==> src/rtl/hssi_afu_xcvr_rst_seq.sv <==
// AFU-side HSSI transceiver reset sequencer: GBS init handshake, analog/digital reset release, lock monitoring.
// Optional serial loopback control enabled by defining HSSI_RST_SEQ_LPBK_EN.
module hssi_afu_xcvr_rst_seq #(
    parameter int NUM_LN     = 4,
    parameter int CNT_W      = 20,
    parameter int T_ANA_CYC  = 100,
    parameter int T_LTD_CYC  = 1000,
    parameter int T_INIT_CYC = 65535
) (
    input  logic              clk,
    input  logic              rst_n,
    input  logic              start,
    input  logic              f2a_init_done,
    input  logic              f2a_tx_pll_locked,
    input  logic              f2a_tx_cal_busy,
    input  logic              f2a_rx_cal_busy,
    input  logic [NUM_LN-1:0] f2a_rx_is_lockedtodata,
    output logic              a2f_init_start,
    output logic [NUM_LN-1:0] a2f_tx_analogreset,
    output logic [NUM_LN-1:0] a2f_tx_digitalreset,
    output logic [NUM_LN-1:0] a2f_rx_analogreset,
    output logic [NUM_LN-1:0] a2f_rx_digitalreset,
    output logic [NUM_LN-1:0] a2f_rx_seriallpbken,
    input  logic              lpbk_en,
    output logic              tx_ready,
    output logic              rx_ready,
    output logic              err,
    output logic [2:0]        state_o
);

    typedef enum logic [2:0] {
        S_IDLE = 3'd0,
        S_INIT = 3'd1,
        S_ANA  = 3'd2,
        S_TXW  = 3'd3,
        S_RXW  = 3'd4,
        S_RDY  = 3'd5,
        S_ERR  = 3'd6
    } state_t;

    localparam int SW = 4 + NUM_LN;
    localparam logic [CNT_W-1:0] C_INIT_LAST = CNT_W'(T_INIT_CYC - 1);
    localparam logic [CNT_W-1:0] C_ANA_LAST  = CNT_W'(T_ANA_CYC - 1);
    localparam logic [CNT_W-1:0] C_LTD_LAST  = CNT_W'(T_LTD_CYC - 1);

    logic [SW-1:0]    r_sync1;
    logic [SW-1:0]    r_sync2;
    logic [SW-1:0]    w_async;
    logic             w_init_done;
    logic             w_pll;
    logic             w_txcal;
    logic             w_rxcal;
    logic             w_ltd_all;
    logic             w_lpbk_chg;
    logic [CNT_W-1:0] w_cnt_inc;

    state_t           r_state;
    logic [CNT_W-1:0] r_cnt;
    logic             r_init_start;
    logic             r_txar;
    logic             r_txdr;
    logic             r_rxar;
    logic             r_rxdr;
    logic             r_tx_ready;
    logic             r_rx_ready;
    logic             r_err;
    logic             r_start_q;

    assign w_async = {f2a_rx_is_lockedtodata, f2a_rx_cal_busy, f2a_tx_cal_busy,
                      f2a_tx_pll_locked, f2a_init_done};

    always_ff @(posedge clk or negedge rst_n) begin
        if (!rst_n) begin
            r_sync1 <= '0;
            r_sync2 <= '0;
        end else begin
            r_sync1 <= w_async;
            r_sync2 <= r_sync1;
        end
    end

    assign w_init_done = r_sync2[0];
    assign w_pll       = r_sync2[1];
    assign w_txcal     = r_sync2[2];
    assign w_rxcal     = r_sync2[3];
    assign w_ltd_all   = &r_sync2[SW-1:4];

    // Saturating increment: the counter parks at all-ones instead of wrapping.
    assign w_cnt_inc = (r_cnt == '1) ? r_cnt : r_cnt + CNT_W'(1);

`ifdef HSSI_RST_SEQ_LPBK_EN
    logic r_lpbk_q;

    always_ff @(posedge clk or negedge rst_n) begin
        if (!rst_n) begin
            r_lpbk_q <= 1'b0;
        end else if (r_state == S_IDLE || r_state == S_RDY) begin
            r_lpbk_q <= lpbk_en;
        end
    end

    assign w_lpbk_chg          = (r_state == S_RDY) && (lpbk_en != r_lpbk_q);
    assign a2f_rx_seriallpbken = {NUM_LN{r_lpbk_q}};
`else
    logic w_unused_lpbk;

    assign w_unused_lpbk       = lpbk_en;
    assign w_lpbk_chg          = 1'b0;
    assign a2f_rx_seriallpbken = '0;
`endif

    always_ff @(posedge clk or negedge rst_n) begin
        if (!rst_n) begin
            r_state      <= S_IDLE;
            r_cnt        <= '0;
            r_init_start <= 1'b0;
            r_txar       <= 1'b1;
            r_txdr       <= 1'b1;
            r_rxar       <= 1'b1;
            r_rxdr       <= 1'b1;
            r_tx_ready   <= 1'b0;
            r_rx_ready   <= 1'b0;
            r_err        <= 1'b0;
            r_start_q    <= 1'b0;
        end else begin
            r_start_q <= start;
            // Dropping start aborts any sequence; only ERR ignores it and waits for a fresh rising edge.
            if (!start && r_state != S_ERR) begin
                r_state      <= S_IDLE;
                r_cnt        <= '0;
                r_init_start <= 1'b0;
                r_txar       <= 1'b1;
                r_txdr       <= 1'b1;
                r_rxar       <= 1'b1;
                r_rxdr       <= 1'b1;
                r_tx_ready   <= 1'b0;
                r_rx_ready   <= 1'b0;
                r_err        <= 1'b0;
            end else begin
                case (r_state)
                    S_IDLE: begin
                        r_state      <= S_INIT;
                        r_cnt        <= '0;
                        r_init_start <= 1'b1;
                    end
                    S_INIT: begin
                        if (w_init_done) begin
                            r_init_start <= 1'b0;
                            r_state      <= S_ANA;
                            r_cnt        <= '0;
                        end else if (r_cnt == C_INIT_LAST) begin
                            r_init_start <= 1'b0;
                            r_state      <= S_ERR;
                            r_err        <= 1'b1;
                        end else begin
                            r_cnt <= w_cnt_inc;
                        end
                    end
                    S_ANA: begin
                        if (r_cnt == C_ANA_LAST) begin
                            r_state <= S_TXW;
                            r_txar  <= 1'b0;
                            r_cnt   <= '0;
                        end else begin
                            r_cnt <= w_cnt_inc;
                        end
                    end
                    S_TXW: begin
                        if (w_pll && !w_txcal) begin
                            r_txdr     <= 1'b0;
                            r_tx_ready <= 1'b1;
                            r_rxar     <= 1'b0;
                            r_state    <= S_RXW;
                            r_cnt      <= '0;
                        end
                    end
                    S_RXW: begin
                        if (w_rxcal || !w_ltd_all) begin
                            r_cnt <= '0;
                        end else if (r_cnt == C_LTD_LAST) begin
                            r_rxdr     <= 1'b0;
                            r_rx_ready <= 1'b1;
                            r_state    <= S_RDY;
                        end else begin
                            r_cnt <= w_cnt_inc;
                        end
                    end
                    S_RDY: begin
                        // PLL loss outranks CDR loss: the whole link must re-sequence.
                        if (!w_pll) begin
                            r_state    <= S_ANA;
                            r_cnt      <= '0;
                            r_txar     <= 1'b1;
                            r_txdr     <= 1'b1;
                            r_rxar     <= 1'b1;
                            r_rxdr     <= 1'b1;
                            r_tx_ready <= 1'b0;
                            r_rx_ready <= 1'b0;
                        end else if (!w_ltd_all || w_lpbk_chg) begin
                            r_rxdr     <= 1'b1;
                            r_rx_ready <= 1'b0;
                            r_state    <= S_RXW;
                            r_cnt      <= '0;
                        end
                    end
                    S_ERR: begin
                        if (start && !r_start_q) begin
                            r_err        <= 1'b0;
                            r_state      <= S_INIT;
                            r_cnt        <= '0;
                            r_init_start <= 1'b1;
                        end
                    end
                    default: begin
                        r_state <= S_IDLE;
                        r_cnt   <= '0;
                    end
                endcase
            end
        end
    end

    assign a2f_init_start      = r_init_start;
    assign a2f_tx_analogreset  = {NUM_LN{r_txar}};
    assign a2f_tx_digitalreset = {NUM_LN{r_txdr}};
    assign a2f_rx_analogreset  = {NUM_LN{r_rxar}};
    assign a2f_rx_digitalreset = {NUM_LN{r_rxdr}};
    assign tx_ready            = r_tx_ready;
    assign rx_ready            = r_rx_ready;
    assign err                 = r_err;
    assign state_o             = r_state;

endmodule

==> config.mk <==
export PLATFORM = sky130hd
export DESIGN_NAME = hssi_afu_xcvr_rst_seq
export DESIGN_NICKNAME = d
export VERILOG_FILES = /design/src/rtl/hssi_afu_xcvr_rst_seq.sv
export SDC_FILE = /design/constraint.sdc
export NUM_CORES = 1
export LEC_CHECK = 0
export ABC_AREA = 1
export CAP_MARGIN = 10
export CORE_ASPECT_RATIO = 0.8
export CORE_MARGIN = 1.5
export CORE_UTILIZATION = 23
export CTS_CLUSTER_DIAMETER = 50
export CTS_CLUSTER_SIZE = 12
export DETAILED_ROUTE_END_ITERATION = 7
export SLEW_MARGIN = 20
export SYNTH_ARGS = -nofsm -noshare
export SYNTH_HDL_FRONTEND = slang
export SYNTH_SLANG_ARGS = --single-unit
==> constraint.sdc <==
create_clock -name clk -period 1.67 [get_ports clk]
set_input_delay 0.334 -clock clk [delete_from_list [all_inputs] [get_ports clk]]
set_output_delay 0.334 -clock clk [all_outputs]
set_load 0.02 [all_outputs]
### Yosys cells after proc, flatten, opt, wreduce, memory -nomap -nowiden

Index checks and enable logic that the tools add are counted.

* add/sub/neg operators: 1
* eq/ne operators: 23
* multiplexer cells: 56
* reduce and logical (&&, ||, !) cells: 22

Operators with widths (count)
* $mux 20: 11
* $pmux 20 s6: 1
* $mux 3: 10
* $ne 3x3->1 const B: 9
* $mux 1: 26
* $pmux 3 s7: 1
* $add 20x1->20 const B: 1
* $eq 20x10->1 const B: 1
* $eq 20x16->1 const B: 1
* $eq 20x20->1 const B: 1
* $eq 20x7->1 const B: 1
* $ne 4x4->1 const B: 4
* $pmux 1 s2: 6
* $reduce_and 4->1: 3
* $reduce_bool 3->1: 4
* $eq 3x3->1 const B: 3
* $reduce_and 3->1: 3
* $reduce_and 7->1: 1
* $eq 3x2->1 const B: 2
* $reduce_and 5->1: 1
* $logic_not 1->1: 4
* $reduce_bool 4->1: 1
* $eq 3x1->1 const B: 1
* $logic_and 1x1->1: 3
* other kinds (3): 3

* register bits: 47
* bits of input ports: 12
* logic and storage cells: 114

### Depth between registers and ports, before layout

* depth after elaboration: 6
* gate-level depth with buffers: 13
* gate-level depth less buffers: 13

### Least setup slack after synthesis

No wires, ideal clock.

* kind: flip-flop to flip-flop
* from: register r_state[1], in the netlist state_o[1]
* to: register r_cnt[11]
* setup time: 0.121 ns
* arrival: 1.636 ns
* data required time: 1.549 ns
* path slack: -0.087 ns
* cell stages (with the launch flop): 12
* buffers on the path: 2
* period minus slack after synthesis: 1.757 ns
* path through: dfrtp_1 -> buf_2 -> nand3_2 -> nand2_2 -> inv_2 -> nor2_1 -> nand3_1 -> inv_1 -> nor2_4 -> buf_6 -> a21oi_1 -> a21oi_1

* longest elaborated chain between the ends: 4

Ends and longest elaborated chain
* start: declaration: RTL line 57 `state_t r_state;`
* start signal: assignment: RTL line 114 `r_state <= S_IDLE;`
* start signal: assignment: RTL line 129 `r_state <= S_IDLE;`
* start signal: assignment: RTL line 142 `r_state <= S_INIT;`
* $ne 3x3->1: RTL line 128 `if (!start && r_state != S_ERR) begin`
* $logic_and 1x1->1: RTL line 128
* $ne 4x4->1 (no line) or $ne 3x3->1 (tied branches)
* $reduce_and 5->1 (no line)
* end signal: assignment: RTL line 156 `r_cnt <= w_cnt_inc;`
* end signal: assignment: RTL line 165 `r_cnt <= w_cnt_inc;`
* end signal: assignment: RTL line 185 `r_cnt <= w_cnt_inc;`
* end: declaration: RTL line 58 `logic [CNT_W-1:0] r_cnt;`

Parallel ways exist; a longest one is shown, timed or not.
A chain may end at the register's enable or synchronous reset.

### Worst setup path after layout

* from: register r_cnt[0]
* to: register r_cnt[9]

* longest elaborated chain between the ends: 6

Ends and longest elaborated chain
* $add 20x1->20 or $eq 20x20->1 (tied branches): RTL line 89 `assign w_cnt_inc = (r_cnt == '1) ? r_cnt : r_cnt + CNT_W'(1);`
* $mux 20: RTL line 89
* $mux 20 (on tied branches): RTL line 180, 151
* $mux 20 (on tied branches): RTL line 178, 147
* $pmux 20 s6: RTL line 140 `case (r_state)`
* $mux 20: RTL line 128

Parallel ways exist; a longest one is shown, timed or not. The select of a mux whose other input is x is not followed.

==> flow_summary.yaml <==
synth:
  mappedNetlistArea_mm2: 0.002833
  synth_adder_area_share: 0.008834
  ys_ff_latch: 47
  synthMuxAreaShare: 0
  synth_compound_area_frac: 0.08392
  synth_area_per_cell_um2: 7.358
  synthArstFlopShare: 1.000
  synth_common_cells: "91 x sky130_fd_sc_hd__nand2_1, 54 x sky130_fd_sc_hd__nor2_1, 44 x sky130_fd_sc_hd__dfrtp_1, 40 x sky130_fd_sc_hd__inv_1, 35 x sky130_fd_sc_hd__nand3_1"
  synth_top_area_cell: "sky130_fd_sc_hd__dfrtp_1"
  synth-simple-area-share: 0.3534
  synth_xor_area_frac: 0.01237
  synth_sequential_area_ratio: 0.4165
  yosys_most_used_dff: "sky130_fd_sc_hd__dfrtp_1"
  netlist_top_cells_area: "sky130_fd_sc_hd__dfrtp_1 39%, sky130_fd_sc_hd__nand2_1 12%, sky130_fd_sc_hd__nor2_1 7.2%, sky130_fd_sc_hd__nand3_1 6.2%, sky130_fd_sc_hd__buf_4 5.3%"
  synth_enable_flop_cells: 0
  netlist_instances: 385
  count_of_warnings_emitted_by_yosys: 0
  combinational_family_with_the_most_area_after_synthesis: "simple AND/OR/NAND/NOR gates"
  synthMostInstantiatedCell: "sky130_fd_sc_hd__nand2_1"
  post_synth_num_cell_types: 33
  share_of_the_synthesized_area_in_the_top_cell_type: 0.3887
global_route:
  grt_start_max_net_pins: 30
  grt_overflow_total: 0
  antenna_found_initial: 0
  first_global_vias: 2734
  groute.usage.overall: 0.1269
  grt_pass1_wl_um: 13040
detailed_routing:
  drt_pre_antenna_iters: 4
  detail_route.vias_per_cell: 4.386
  detail_route.wl_per_cell_um: 12.52
  drt.antenna.violating_nets: 0
  initialDrtViolationCount: 201
  route.detailed.drc: 0
  routed-via-count: 2842
  route.final.wire_length_um: 8115
power:
  internal_power_mw: 2.740
  powerDensity_mw_per_mm2: 1040
  swShare: 0.3923
  static_leak_nw: 2.035
  max-vdd-ir-drop_uv: 544.8
  pwr-share-seq: 0.319
  total_switching_power_mw: 1.769
  clock_power_share: 0.231
  power.combinational.fraction: 0.449
cts:
  clock_tree_from_tritoncts: "built"
  clock_insertion_delay_worst_skew_ps: 290
  clock_transition_at_the_register_clock_pins_on_the_worst_setup_and_hold_paths_after_cts_ps: 70
  cts_hold_repair.buffers: 0
  cts-buffers-inserted: 5
  htreeDepth: 2
  clock_tree.buffer_depth: 2
  cts.sinks: 47
  cts-root-buf: "sky130_fd_sc_hd__clkbuf_16"
timing:
  timing.final.hold_violations: 0
  crit_share_post_route: 1.068
  hold_slack_ps: 14.19
  skew_ps: 9.014
  max_freq_mhz: 560.7
  finalSetupViolCount: 24
  maxSlewViolCount: 0
  rsz0062_at_grt: "yes"
  layout_setup_ws_ps: -113.6
  period_needed_ps: 1784
layout:
  layout.nets: 509
  antennaDiodeCount: 0
  n_fill_cell: 1243
  flow.area_growth_from_synthesis_pct: 53.00
  final_layout_size_suffix_gt1_frac: 0.3831
  finish.cell_count_without_fillers: 648
worst_setup_path:
  critPathKind: "reg -> reg"
  regToRegSetupSlack_ps: -110
  setup.worst_path.start: "r_cnt[0]$_DFFE_PN0P_"
  cell_count_of_the_worst_reg_to_reg_path: 12
  critical_path.max_fanout: 6
  timing.critical_path.to_type: "register"
  critical_path.endpoint: "r_cnt[9]$_DFFE_PN0P_"
  data_required_time_at_the_worst_endpoint_ps: 1900
  worstReg2RegEnd: "r_cnt[9]$_DFFE_PN0P_"
  worst-endpoint-arrival_ps: 2010
  worst_r2r_startpoint: "r_cnt[0]$_DFFE_PN0P_"
  crit_path_start_kind: "register"
floorplan:
  start_util: 0.2347
  std_cell_rows: 36
  die_ar_mm2: 0.01299
  placeableCoreArea_mm2: 0.01207
  die-height_um: 102.3
  floorplan.io_pins: 39
  die-width_um: 127.1
placement:
  placed_cells_incl_taps: 623
  post-dp-hpwl_um: 6009
  place_congestion: 0.8846
  place.port_buffers: 33
outcome:
  run_status: "complete, but fails checks"
  violated_checks: "negative setup slack"
flow_run:
  max_cap_viol_count: 0
min_path:
  worst_hold_path_type: "in -> async"
[cell families after synthesis]
family | Yosys count
fa+ha+maj | 2
buf+inv | 68
other cells | 1
compound gates | 44
simple gates | 219
flops | 47
xor+xnor | 4
[layer usage]
| layer | share of wire | global-route usage | up-vias | wire, um |
|---|---|---|---|---|
| met3 | 0.041 | 0.02513 | 8 | 335 |
| met5 | 0 | 0 | - | 0 |
| met4 | 0.012 | 0.03147 | 0 | 95 |
| met1 | 0.49 | 0.1772 | 1340 | 4005 |
| li1 | - | - | 1442 | - |
| met2 | 0.45 | 0.2028 | 52 | 3679 |
[through the flow]
step	total power, mW	setup WS, ps	instance area (um2)	setup TNS (ps)	utilization
2_1_floorplan	2.634	-12.55	2887	-25.13	-
3_3_place_gp	3.339	-419.3	3781	-9681	0.3132
3_5_place_dp	3.362	-456.0	3781	-10150	0.3132
4_1_cts	4.461	-148.6	4212	-2217	0.3489
5_1_grt	4.802	-240.9	4334	-5427	0.3590
6_report	4.509	-113.6	4334	-1994	0.3590
[worst min path at each step]
| stage | cells after the start | from | slack, ps | endpoint |
|---|---|---|---|---|
| finish | 2 | rst_n | 10 | r_cnt[9]$_DFFE_PN0P_ |
| global route | 2 | rst_n | 30 | r_cnt[8]$_DFFE_PN0P_ |
| CTS | 2 | rst_n | 20 | r_cnt[8]$_DFFE_PN0P_ |
| detailed placement | 2 | rst_n | 330 | state_o[0]$_DFFE_PN0P_ |
| global placement | 0 | r_sync1[7]$_DFF_PN0_ | 330 | r_sync2[7]$_DFF_PN0_ |
| floorplan | 0 | rst_n | 40 | a2f_init_start$_DFFE_PN0P_ |
[layout by cell type, fill, tap and decap left out, types with 6 or more instances in the layout]
cell type,synthesis,routed
sky130_fd_sc_hd__nor2_4,5,12
sky130_fd_sc_hd__nor3_1,6,6
sky130_fd_sc_hd__o21ai_1,2,11
sky130_fd_sc_hd__dfrtp_1,44,39
sky130_fd_sc_hd__nand2_2,4,15
sky130_fd_sc_hd__a21oi_1,15,8
sky130_fd_sc_hd__inv_2,3,6
sky130_fd_sc_hd__inv_1,40,35
sky130_fd_sc_hd__buf_4,20,84
sky130_fd_sc_hd__dlygate4sd2_1,0,20
sky130_fd_sc_hd__nor2_2,4,7
sky130_fd_sc_hd__nand3_1,35,27
sky130_fd_sc_hd__nand2_4,0,8
sky130_fd_sc_hd__nand4_1,9,9
sky130_fd_sc_hd__nand3_2,4,6
sky130_fd_sc_hd__nand2_1,91,73
sky130_fd_sc_hd__o21ai_2,1,9
sky130_fd_sc_hd__clkdlybuf4s50_1,0,12
sky130_fd_sc_hd__nor2_1,54,44
sky130_fd_sc_hd__a21oi_2,0,7
sky130_fd_sc_hd__nand3_4,0,6
[power by group through the flow]
stage | Sequential, mW | Clock [mW] | Combinational (mW)
final | 1.44 | 1.04 | 2.03
after global routing | 1.47 | 1.13 | 2.21
after CTS | 1.44 | 1.07 | 1.95
after detailed placement | 1.47 | 0 | 1.89
after global placement | 1.46 | 0 | 1.88
after floorplan | 1.51 | 0 | 1.12
[worst max-delay path, stage by stage, from the launching register on]
cell and delay, ps:
sky130_fd_sc_hd__dfrtp_1 420, sky130_fd_sc_hd__ha_2 210, sky130_fd_sc_hd__buf_6 120, sky130_fd_sc_hd__nand2_2 50
sky130_fd_sc_hd__nor2_1 30, sky130_fd_sc_hd__nand3_1 90, sky130_fd_sc_hd__nor2_2 60, sky130_fd_sc_hd__nand2_2 110
sky130_fd_sc_hd__nand2_2 70, sky130_fd_sc_hd__nor2_4 220, sky130_fd_sc_hd__buf_6 160, sky130_fd_sc_hd__nand3_2 60
sky130_fd_sc_hd__a21oi_2 120
[flip-flops by register name, summed over array words and instances, names as in the netlist]
register,count
r_sync1,8
r_cnt,20
err,1
r_rxdr,1
tx_ready,1
r_txar,1
r_sync2,8
r_rxar,1
rx_ready,1
state_o,3
a2f_init_start,1
r_start_q,1
[repair_timing]
item                       4_1_cts  5_1_grt
cloned                           1        0
setup endpoints to repair       45       28
gates resized for setup         89       28
buffers inserted                12        4
pin swaps                       34       18
[area by class of cell]
| cell class | instances | area (um2) | area share |
|---|---|---|---|
| Clock buffer | 5 | 125.1 | 0.02887 |
| Clock inverter | 3 | 27.53 | 0.006351 |
| Inverter | 44 | 172.7 | 0.03984 |
| Multi-Input combinational cell | 274 | 1625 | 0.3750 |
| Sequential cell | 47 | 1186 | 0.2737 |
| Tap cell | 152 | 190.2 | 0.04388 |
| Timing Repair Buffer | 123 | 1007 | 0.2324 |
Note: power is estimated with default switching activity, not from simulation.
